File: src/rtl/dual_mem_accumulator_if.sv
// Shared memory read bus: one address/enable driven by the accumulator,
// concatenated read data returned by N_CH synchronous-read memories.
interface dual_mem_accumulator_if #(
    parameter int N_CH   = 2,
    parameter int DATA_W = 4,
    parameter int ADDR_W = 3
);
    logic                     mem_en;
    logic [ADDR_W-1:0]        mem_addr;
    logic [N_CH*DATA_W-1:0]   mem_rdata;

    modport master (output mem_en, output mem_addr, input  mem_rdata);
    modport slave  (input  mem_en, input  mem_addr, output mem_rdata);
endinterface

File: src/rtl/dual_mem_accumulator.sv
// Walks an address window across N_CH shared-address memories and sums every
// channel word into one wrap/saturate accumulator; one-cycle done on completion.
module dual_mem_accumulator #(
    parameter int N_CH   = 2,
    parameter int DATA_W = 4,
    parameter int ADDR_W = 3,
    parameter int ACC_W  = 16,
    parameter int RD_LAT = 1
) (
    input  logic                 clock,
    input  logic                 clear_n,
    input  logic                 start,
    input  logic [ADDR_W-1:0]    base_addr,
    input  logic [ADDR_W:0]      len,
    input  logic                 sat_en,
    dual_mem_accumulator_if.master mem,
    output logic                 busy,
    output logic                 done,
    output logic [ACC_W-1:0]     sum,
    output logic                 overflow,
    output logic [1:0]           dbg_state_o
);

    typedef enum logic [1:0] {IDLE = 2'd0, ISSUE = 2'd1, DRAIN = 2'd2, FIN = 2'd3} state_t;

    state_t              state_q, state_d;
    logic [ADDR_W-1:0]   addr_q, addr_d;
    logic [ADDR_W:0]     cnt_q, cnt_d;
    logic [ADDR_W:0]     len_q, len_d;
    logic                sat_q, sat_d;
    logic [ACC_W-1:0]    acc_q, acc_d;
    logic                ovf_q, ovf_d;
    logic [RD_LAT-1:0]   vpipe_q, vpipe_d;
    logic [ACC_W:0]      term;
    logic [ACC_W:0]      acc_next;
    logic                issue;

    assign issue = (state_q == ISSUE);

    // Control protocol: start is sampled only in IDLE; busy covers ISSUE and
    // DRAIN; done is a single-cycle pulse in FIN, after which sum/overflow hold.
    always_comb begin
        term = '0;
        for (int c = 0; c < N_CH; c++) begin
            term = term + (ACC_W+1)'(mem.mem_rdata[c*DATA_W +: DATA_W]);
        end
        acc_next = {1'b0, acc_q} + term;

        vpipe_d[0] = issue;
        for (int i = 1; i < RD_LAT; i++) begin
            vpipe_d[i] = vpipe_q[i-1];
        end

        state_d = state_q;
        addr_d  = addr_q;
        cnt_d   = cnt_q;
        len_d   = len_q;
        sat_d   = sat_q;
        acc_d   = acc_q;
        ovf_d   = ovf_q;

        if (vpipe_q[RD_LAT-1]) begin
            if (acc_next[ACC_W]) begin
                ovf_d = 1'b1;
                acc_d = sat_q ? '1 : acc_next[ACC_W-1:0];
            end else begin
                acc_d = acc_next[ACC_W-1:0];
            end
        end

        case (state_q)
            IDLE: begin
                if (start) begin
                    len_d   = len;
                    sat_d   = sat_en;
                    addr_d  = base_addr;
                    cnt_d   = '0;
                    acc_d   = '0;
                    ovf_d   = 1'b0;
                    // An empty window passes through DRAIN with an empty pipe,
                    // giving done one cycle after the first post-start edge.
                    state_d = (len != '0) ? ISSUE : DRAIN;
                end
            end
            ISSUE: begin
                cnt_d = cnt_q + 1'b1;
                if (cnt_q == (len_q - 1'b1)) begin
                    state_d = DRAIN;
                end else begin
                    addr_d = addr_q + 1'b1;
                end
            end
            DRAIN: begin
                if (vpipe_d == '0) begin
                    state_d = FIN;
                end
            end
            FIN: begin
                state_d = IDLE;
            end
            default: state_d = IDLE;
        endcase
    end

    always_ff @(posedge clock or negedge clear_n) begin
        if (!clear_n) begin
            state_q <= IDLE;
            addr_q  <= '0;
            cnt_q   <= '0;
            len_q   <= '0;
            sat_q   <= 1'b0;
            acc_q   <= '0;
            ovf_q   <= 1'b0;
            vpipe_q <= '0;
        end else begin
            state_q <= state_d;
            addr_q  <= addr_d;
            cnt_q   <= cnt_d;
            len_q   <= len_d;
            sat_q   <= sat_d;
            acc_q   <= acc_d;
            ovf_q   <= ovf_d;
            vpipe_q <= vpipe_d;
        end
    end

    assign mem.mem_en   = issue;
    assign mem.mem_addr = addr_q;
    assign busy         = (state_q == ISSUE) || (state_q == DRAIN);
    assign done         = (state_q == FIN);
    assign sum          = acc_q;
    assign overflow     = ovf_q;
    assign dbg_state_o  = state_q;

endmodule
File: src/flat_wrapper.sv
// flat-port wrapper written by rule: the top's interface ports become plain ports
module dual_mem_accumulator_flat 
#(
    parameter int N_CH   = 2,
    parameter int DATA_W = 4,
    parameter int ADDR_W = 3,
    parameter int ACC_W  = 16,
    parameter int RD_LAT = 1
)
  (clock, clear_n, start, base_addr, len, sat_en, busy, done, sum, overflow, dbg_state_o, mem_mem_en, mem_mem_addr, mem_mem_rdata);
  dual_mem_accumulator_if #(.N_CH(N_CH), .DATA_W(DATA_W), .ADDR_W(ADDR_W)) mem_i ();
  input  logic clock;
  input  logic clear_n;
  input  logic start;
  input  logic [ADDR_W-1:0] base_addr;
  input  logic [ADDR_W:0] len;
  input  logic sat_en;
  output logic busy;
  output logic done;
  output logic [ACC_W-1:0] sum;
  output logic overflow;
  output logic [1:0] dbg_state_o;
  output wire logic [$bits(mem_i.mem_en)-1:0] mem_mem_en;
  output wire logic [$bits(mem_i.mem_addr)-1:0] mem_mem_addr;
  input wire logic [$bits(mem_i.mem_rdata)-1:0] mem_mem_rdata;
  assign mem_mem_en = mem_i.mem_en;
  assign mem_mem_addr = mem_i.mem_addr;
  assign mem_i.mem_rdata = mem_mem_rdata;
  dual_mem_accumulator #(.N_CH(N_CH), .DATA_W(DATA_W), .ADDR_W(ADDR_W), .ACC_W(ACC_W), .RD_LAT(RD_LAT)) u_core (.clock(clock), .clear_n(clear_n), .start(start), .base_addr(base_addr), .len(len), .sat_en(sat_en), .mem(mem_i), .busy(busy), .done(done), .sum(sum), .overflow(overflow), .dbg_state_o(dbg_state_o));
endmodule
File: config.mk
export PLATFORM = sky130hd
export DESIGN_NAME = dual_mem_accumulator_flat
export DESIGN_NICKNAME = d
export VERILOG_FILES = /design/src/rtl/dual_mem_accumulator_if.sv /design/src/rtl/dual_mem_accumulator.sv /design/src/flat_wrapper.sv
export SDC_FILE = /design/constraint.sdc
export NUM_CORES = 1
export LEC_CHECK = 0
export BUFFER_PORTS_ARGS = -buffer_cell sky130_fd_sc_hd__clkbuf_2
export CAP_MARGIN = 20
export CORE_MARGIN = 2
export CORE_UTILIZATION = 40
export DETAILED_ROUTE_END_ITERATION = 12
export GPL_TIMING_DRIVEN = 0
export PLACE_DENSITY_LB_ADDON = 0.2
export REMOVE_ABC_BUFFERS = 1
export SETUP_SLACK_MARGIN = 0.5
export SYNTH_ARGS = -nofsm -noshare
export SYNTH_HDL_FRONTEND = slang
export SYNTH_SLANG_ARGS = --single-unit
File: constraint.sdc
create_clock -name clock -period 3.55 [get_ports clock]
set_input_delay 0.71 -clock clock [delete_from_list [all_inputs] [get_ports clock]]
set_output_delay 0.71 -clock clock [all_outputs]
set_load 0.03 [all_outputs]
* Word level (Yosys, flattened, before mapping)
Cells that the tools add are included.
** Operators by class
- Magnitude comparators :: 0
- Bitwise operators :: 0
- Div/mod/pow operators :: 0
- Shifts and indexed selects :: 0
- Mux-type cells :: 18
- Reductions and logical operators :: 8
- Add/subtract/negate cells :: 5
- Multiply operators :: 0
- Equal/unequal tests :: 7
** Operator list (count)
- 16-bit two-way mux :: 5
- 16-bit by 17-bit adder with 17-bit output :: 1
- 2-bit one-hot mux with 4 select lines :: 1
- 4-bit one-hot mux with 2 select lines :: 1
- 2-bit two-way mux :: 3
- 3-bit two-way mux :: 2
- 2-bit != test, second input constant :: 3
- 3-bit one-hot mux with 2 select lines :: 1
- 2-bit AND reduction :: 3
- 4-bit by 4-bit adder with 5-bit output :: 1
- 4-bit by 1-bit adder with 4-bit output, second input constant :: 1
- 2-bit equality test, second input constant :: 2
- 4-bit equality test :: 1
- 1-bit two-way mux :: 4
- 4-bit two-way mux :: 1
- 4-bit nonzero test :: 1
- 4-bit by 1-bit subtractor with 4-bit output, second input constant :: 1
- 3-bit by 1-bit adder with 3-bit output, second input constant :: 1
- 3-bit AND reduction :: 1
- 2-bit by 1-bit equality test with 1-bit output, second input constant :: 1
- 2-bit logical NOT :: 1
- 2-bit nonzero test :: 1
- 1-bit logical OR :: 1
** Word-level totals
- Memory bits (read-only) :: 0
- Memories :: 0
- Latch bits :: 0
- Bits in writable memories :: 0
- Output and inout port bits :: 25
- Register bits after elaboration :: 32
- Word-level logic and storage cells :: 46
- Input bits :: 19

* Depth between registers and ports, before layout
- Depth in word-level cells :: 7
- Gate-level depth with buffers :: 11
- Mapped depth without buffers :: 10

* Worst setup path before layout
No wires, ideal clock.
- Path type :: in2reg
- From :: input port mem_mem_rdata[0]
- To :: register u_core.acc_q[15] (netlist: u_core.sum[15])
- Library setup time :: 94 ps
- Path buffers :: 0
- Arrival :: 2870 ps
- Stages :: 10
- Slack :: 586 ps
- Data required time :: 3456 ps
- Cells stage by stage :: ha_1 > fa_1 > a21o_1 > a21o_1 > ha_1 > and3_1 > o2bb2ai_2 > nand4_2 > and4_1 > a211oi_1
** Between the ends
- Longest elaborated chain between the ends :: 7
** Ends and longest elaborated chain
- from (decl) :: RTL line flat_wrapper.sv:25 : input wire logic [$bits(mem_i.mem_rdata)-1:0] mem_mem_rdata;
- 4-bit by 4-bit adder with 5-bit output (*) :: RTL line dual_mem_accumulator.sv:45 : term = term + (ACC_W+1)'(mem.mem_rdata[c*DATA_W +: DATA_W]);
- 16-bit by 17-bit adder with 17-bit output (*) :: RTL line dual_mem_accumulator.sv:47 : acc_next = {1'b0, acc_q} + term;
- 16-bit two-way mux :: RTL line dual_mem_accumulator.sv:65 : acc_d = sat_q ? '1 : acc_next[ACC_W-1:0];
- 16-bit two-way mux (*) :: RTL line dual_mem_accumulator.sv:63 : if (acc_next[ACC_W]) begin
- 16-bit two-way mux (*) :: RTL line dual_mem_accumulator.sv:62 : if (vpipe_q[RD_LAT-1]) begin
- 16-bit two-way mux :: RTL line dual_mem_accumulator.sv:73 : if (start) begin
- 16-bit two-way mux (*) :: RTL line dual_mem_accumulator.sv:71 : case (state_q)
- named net u_core.acc_d[15] :: RTL line dual_mem_accumulator.sv:31 : logic [ACC_W-1:0] acc_q, acc_d;
- to (signal assigned) :: RTL line dual_mem_accumulator.sv:112 : acc_q <= '0;
- to (signal assigned) :: RTL line dual_mem_accumulator.sv:121 : acc_q <= acc_d;
- to (decl) :: RTL line dual_mem_accumulator.sv:31
The timed path passes the listed nets; every way through them passes the cells marked *.
A chain may end at the register's enable or synchronous reset.

* Worst setup path in the final report
Same ends and word-level chain as after synthesis.

==> flow_summary.html <==
<table>
<tr><th>Metric</th><th>Value</th></tr>
<tr><th colspan="2">Floorplan</th></tr>
<tr><td>Die ar.</td><td>between 0.005 and 0.006 sq mm</td></tr>
<tr><td>Core region area</td><td>0.005107 sq mm</td></tr>
<tr><td>Site row count</td><td>26</td></tr>
<tr><td>Horizontal extent of the die</td><td>between 70 and 80 um</td></tr>
<tr><td>Floorplan die height</td><td>76.82 um</td></tr>
<tr><td>Initial standard-cell utilization of the core</td><td>0.4152</td></tr>
<tr><td>Top-level port count</td><td>44</td></tr>
<tr><th colspan="2">Worst setup path</th></tr>
<tr><td>Worst Path Max Fanout</td><td>7</td></tr>
<tr><td>Critical Path Source</td><td>mem_mem_rdata[0]</td></tr>
<tr><td>Critical path launch point type</td><td>input port</td></tr>
<tr><td>Buffering stage count on the worst path with inverters included</td><td>1</td></tr>
<tr><td>Master of the slowest instance on the critical path</td><td>sky130_fd_sc_hd__fa_1</td></tr>
<tr><td>Cell chain of the critical path</td><td>clkbuf_2, ha_1, fa_1, a21o_1, a21o_1, ha_4, and3_1, o2bb2ai_4, nand4_4, and4_1, a211oi_1</td></tr>
<tr><td>Top cell family by delay on the critical path</td><td>adder cells</td></tr>
<tr><td>Largest incremental delay on the critical path</td><td>0.41 ns</td></tr>
<tr><td>CP Class</td><td>in -&gt; reg</td></tr>
<tr><td>Startpoint of the worst-slack reg-to-reg timing path</td><td>u_core.dbg_state_o[1]</td></tr>
<tr><td>Crit path arrival time</td><td>3.07 ns</td></tr>
<tr><td>CP endpoint kind</td><td>flip-flop</td></tr>
<tr><td>Cell repeated most along the worst path</td><td>sky130_fd_sc_hd__a21o_1</td></tr>
<tr><td>Worst Path Required</td><td>3.74 ns</td></tr>
<tr><th colspan="2">Timing</th></tr>
<tr><td>Worst Slack Setup Final</td><td>0.6709 ns</td></tr>
<tr><td>Final number of hold-violating endpoints</td><td>0</td></tr>
<tr><td>Skew final</td><td>0.007885 ns</td></tr>
<tr><td>Max-slew violation total from the final report</td><td>0</td></tr>
<tr><td>Highest clock rate</td><td>0.3473 GHz</td></tr>
<tr><td>Post-Route Hold Slack</td><td>0.5018 ns</td></tr>
<tr><td>Setup repair after global routing missed its margin</td><td>no</td></tr>
<tr><td>Final critical path time including I/O delays and setup</td><td>2.879 ns</td></tr>
<tr><td>Slew Limit Headroom</td><td>0.4503</td></tr>
<tr><td>Fin Setup TNS</td><td>0 ns</td></tr>
<tr><td>Number of setup violations in the final report</td><td>0</td></tr>
<tr><td>Share of the clock period used by the worst path after layout</td><td>0.8110</td></tr>
<tr><td>Actual slew at the worst max-slew pin</td><td>0.8246 ns</td></tr>
<tr><th colspan="2">Clock tree</th></tr>
<tr><td>Clock Sink Count</td><td>32</td></tr>
<tr><td>Longest Clk Path Bufs</td><td>2</td></tr>
<tr><td>Clock root cell</td><td>sky130_fd_sc_hd__clkbuf_8</td></tr>
<tr><td>CTS HTree Levels</td><td>2</td></tr>
<tr><td>CTS Buf Count</td><td>5</td></tr>
<tr><td>Clk Latency, worst-skew pair</td><td>0.28 ns</td></tr>
<tr><td>Setup Buffers After CTS</td><td>0</td></tr>
<tr><td>TritonCTS clock tree</td><td>done</td></tr>
<tr><td>Worst-path clk slew</td><td>approximately 0.070 ns</td></tr>
<tr><th colspan="2">Placed design</th></tr>
<tr><td>PortBufs</td><td>43</td></tr>
<tr><td>Placed Cells</td><td>330</td></tr>
<tr><td>Worst slack at placement</td><td>0.2075 ns</td></tr>
<tr><td>Post-DP HPWL</td><td>roughly 3400 um</td></tr>
<tr><td>GPL Wtd Cong</td><td>a little under 0.8</td></tr>
<tr><th colspan="2">Synth</th></tr>
<tr><td>Commonest register cell after synthesis</td><td>sky130_fd_sc_hd__dfrtp_1</td></tr>
<tr><td>Share of flip-flops with an asynchronous set or reset after synthesis</td><td>1.000</td></tr>
<tr><td>Portion of synthesized cell area occupied by the leading cell type</td><td>0.3776</td></tr>
<tr><td>List of most frequent post-synthesis cells</td><td>sky130_fd_sc_hd__dfrtp_1 (32), sky130_fd_sc_hd__ha_1 (17), sky130_fd_sc_hd__nand2_1 (17)</td></tr>
<tr><td>Biggest area consumer among synthesized cells</td><td>sky130_fd_sc_hd__dfrtp_1</td></tr>
<tr><td>Number of unique standard cell types used by synthesis</td><td>46</td></tr>
<tr><td>Leading cell type by number of instances after synthesis</td><td>sky130_fd_sc_hd__dfrtp_1</td></tr>
<tr><td>Share of synthesized area occupied by flip-flops and latches</td><td>0.3776</td></tr>
<tr><td>Dominant cells by area after synthesis</td><td>sky130_fd_sc_hd__dfrtp_1 (38%), sky130_fd_sc_hd__ha_1 (10%), sky130_fd_sc_hd__a21oi_1 (3.3%), sky130_fd_sc_hd__nand2_1 (3.0%), sky130_fd_sc_hd__xnor2_1 (2.9%)</td></tr>
<tr><td>Synth Instances</td><td>225</td></tr>
<tr><td>Post-synthesis area per instance</td><td>9.426 sq um</td></tr>
<tr><td>FF+latch count, synth</td><td>32</td></tr>
<tr><td>Netlist area before placement</td><td>0.002121 sq mm</td></tr>
<tr><td>Number of enable-type register cells in the synthesized netlist</td><td>0</td></tr>
<tr><td>Total of warnings raised by yosys</td><td>0</td></tr>
<tr><th colspan="2">Hold path</th></tr>
<tr><td>Classification of the worst-slack hold path</td><td>in -&gt; async</td></tr>
<tr><th colspan="2">Global route</th></tr>
<tr><td>Global route overflow</td><td>0</td></tr>
<tr><td>Number of global-route vias before repair</td><td>1735</td></tr>
<tr><td>Largest net degree at the start of global routing</td><td>33</td></tr>
<tr><td>Antenna violations before repair</td><td>0</td></tr>
<tr><td>GRT Total Usage</td><td>0.1693</td></tr>
<tr><td>First-pass GRT wire length</td><td>roughly 8000 um</td></tr>
<tr><th colspan="2">Final layout</th></tr>
<tr><td>Footprint of the multi-input gates</td><td>0.001284 sq mm</td></tr>
<tr><td>Layout area overhead</td><td>19.41%</td></tr>
<tr><td>Filler cell count in the final layout</td><td>502</td></tr>
<tr><td>Layout cells sized above 1</td><td>0.2276</td></tr>
<tr><td>Non-Filler Instances</td><td>338</td></tr>
<tr><td>Final core area utilization</td><td>0.4958</td></tr>
<tr><td>Final net count</td><td>~300</td></tr>
<tr><td>Number of antenna diodes</td><td>0</td></tr>
<tr><td>Sequential standard cell area</td><td>800.8 sq um</td></tr>
<tr><th colspan="2">Routing</th></tr>
<tr><td>Number of DRC markers after the initial detailed-route iteration</td><td>71</td></tr>
<tr><td>WL per Instance</td><td>approximately 14 um</td></tr>
<tr><td>First-pass detailed-route iteration total</td><td>4</td></tr>
<tr><td>Remaining antenna violation count after routing</td><td>0</td></tr>
<tr><td>Number of vias after detailed routing</td><td>1845</td></tr>
<tr><td>Final wirelength</td><td>4642 um</td></tr>
<tr><td>Avg Vias per Cell</td><td>5.459</td></tr>
<tr><td>Post-route DRC violation count</td><td>0</td></tr>
<tr><th colspan="2">Power and ir drop</th></tr>
<tr><td>Largest vdd supply drop</td><td>475.8 uV</td></tr>
<tr><td>Power per cell area</td><td>858.4 mW/mm^2</td></tr>
<tr><td>Leakage</td><td>1.208 nW</td></tr>
<tr><th colspan="2">Job</th></tr>
<tr><td>Number of maximum-capacitance violations</td><td>0</td></tr>
<tr><th colspan="2">Status</th></tr>
<tr><td>Outcome</td><td>complete, no violations</td></tr>
</table>
power breakdown:
part	switching (mW)	total, mW	internal (mW)
Combinational	0.721	1.20	0.477
Clock	0.142	0.350	0.208
Sequential	0.142	0.626	0.484
flip-flops by register name (all words and copies together), names as in the netlist:
| register | cells |
|---|---|
| u_core.sum | 16 |
| u_core.dbg_state_o | 2 |
| u_core.cnt_q | 4 |
| u_core.mem.mem_addr | 3 |
| u_core.len_q | 4 |
| u_core.overflow | 1 |
| u_core.vpipe_q | 1 |
| u_core.sat_q | 1 |
per-stage QoR:
stage          area [sq um]  power (mW)
6_report               2532       2.174
5_1_grt                2532       2.369
4_1_cts                2499       2.168
3_5_place_dp           2391       1.811
3_3_place_gp           2391       1.788
2_1_floorplan          2088       1.526
layout by cell type (no fill, tap or decap), drive strengths merged, types with 2 or more instances in the layout:
master,n
a211oi,8
a21o,6
a21oi,14
a31oi,6
and2,4
and3,8
and4,3
clkbuf,49
clkinv,2
dfrtp,32
fa,2
ha,17
inv,9
mux2i,2
nand2,17
nand2b,2
nand3,9
nand4,5
nand4b,2
nor2,16
nor2b,2
nor3,6
o21ai,13
o221a,4
o22ai,2
xnor2,7
xor2,7
metal layers:
layer / global-route usage / part of all wire / routed length, um / vias up
li1: - / - / - / 912
met1: 0.2218 / 0.47 / 2185 / 894
met2: 0.2798 / 0.48 / 2249 / 34
met3: 0.04235 / 0.035 / 164 / 5
met4: 0.04364 / 0.0090 / 42 / 0
met5: 0 / 0 / 0 / -
cell families (layout without fill, tap and decap cells):
logic type | after synthesis | after routing | share of synthesized area
mux | 3 | 3 | 0.01652
flops | 32 | 32 | 0.3776
xor+xnor | 14 | 14 | 0.05782
buf+inv | 18 | 61 | 0.03303
simple gates | 76 | 76 | 0.1906
fa+ha+maj | 19 | 19 | 0.1192
compound gates | 63 | 63 | 0.2053
timing repair:
item	CTS	global route
gates resized for setup	0	3
hold buffers	0	0
setup endpoints to repair	0	4
final timing paths:
path | to | slack, ns | cells past startpoint
setup / recovery | u_core.sum[15] | 0.67 | 11
hold / removal | u_core.mem.mem_addr[1] | 0.50 | 1
setup reg to reg | u_core.mem.mem_addr[2] | 1.23 | 7
hold reg to reg | u_core.overflow | 0.50 | 2
max in group asynchronous | u_core.mem.mem_addr[0] | 2.51 | 1
min in group clock | u_core.overflow | 0.50 | 2
final cells by class:
cell class                 instances  share of cell area
sequential                        32              0.3162
timing repair buffer              43             0.08498
clock buffer                       6             0.02866
inverter                          10             0.01482
clock inverter                     2             0.01383
tap                               70             0.03458
multi-input combinational        175              0.5069
No activity file was read; power rests on OpenSTA's default activity.
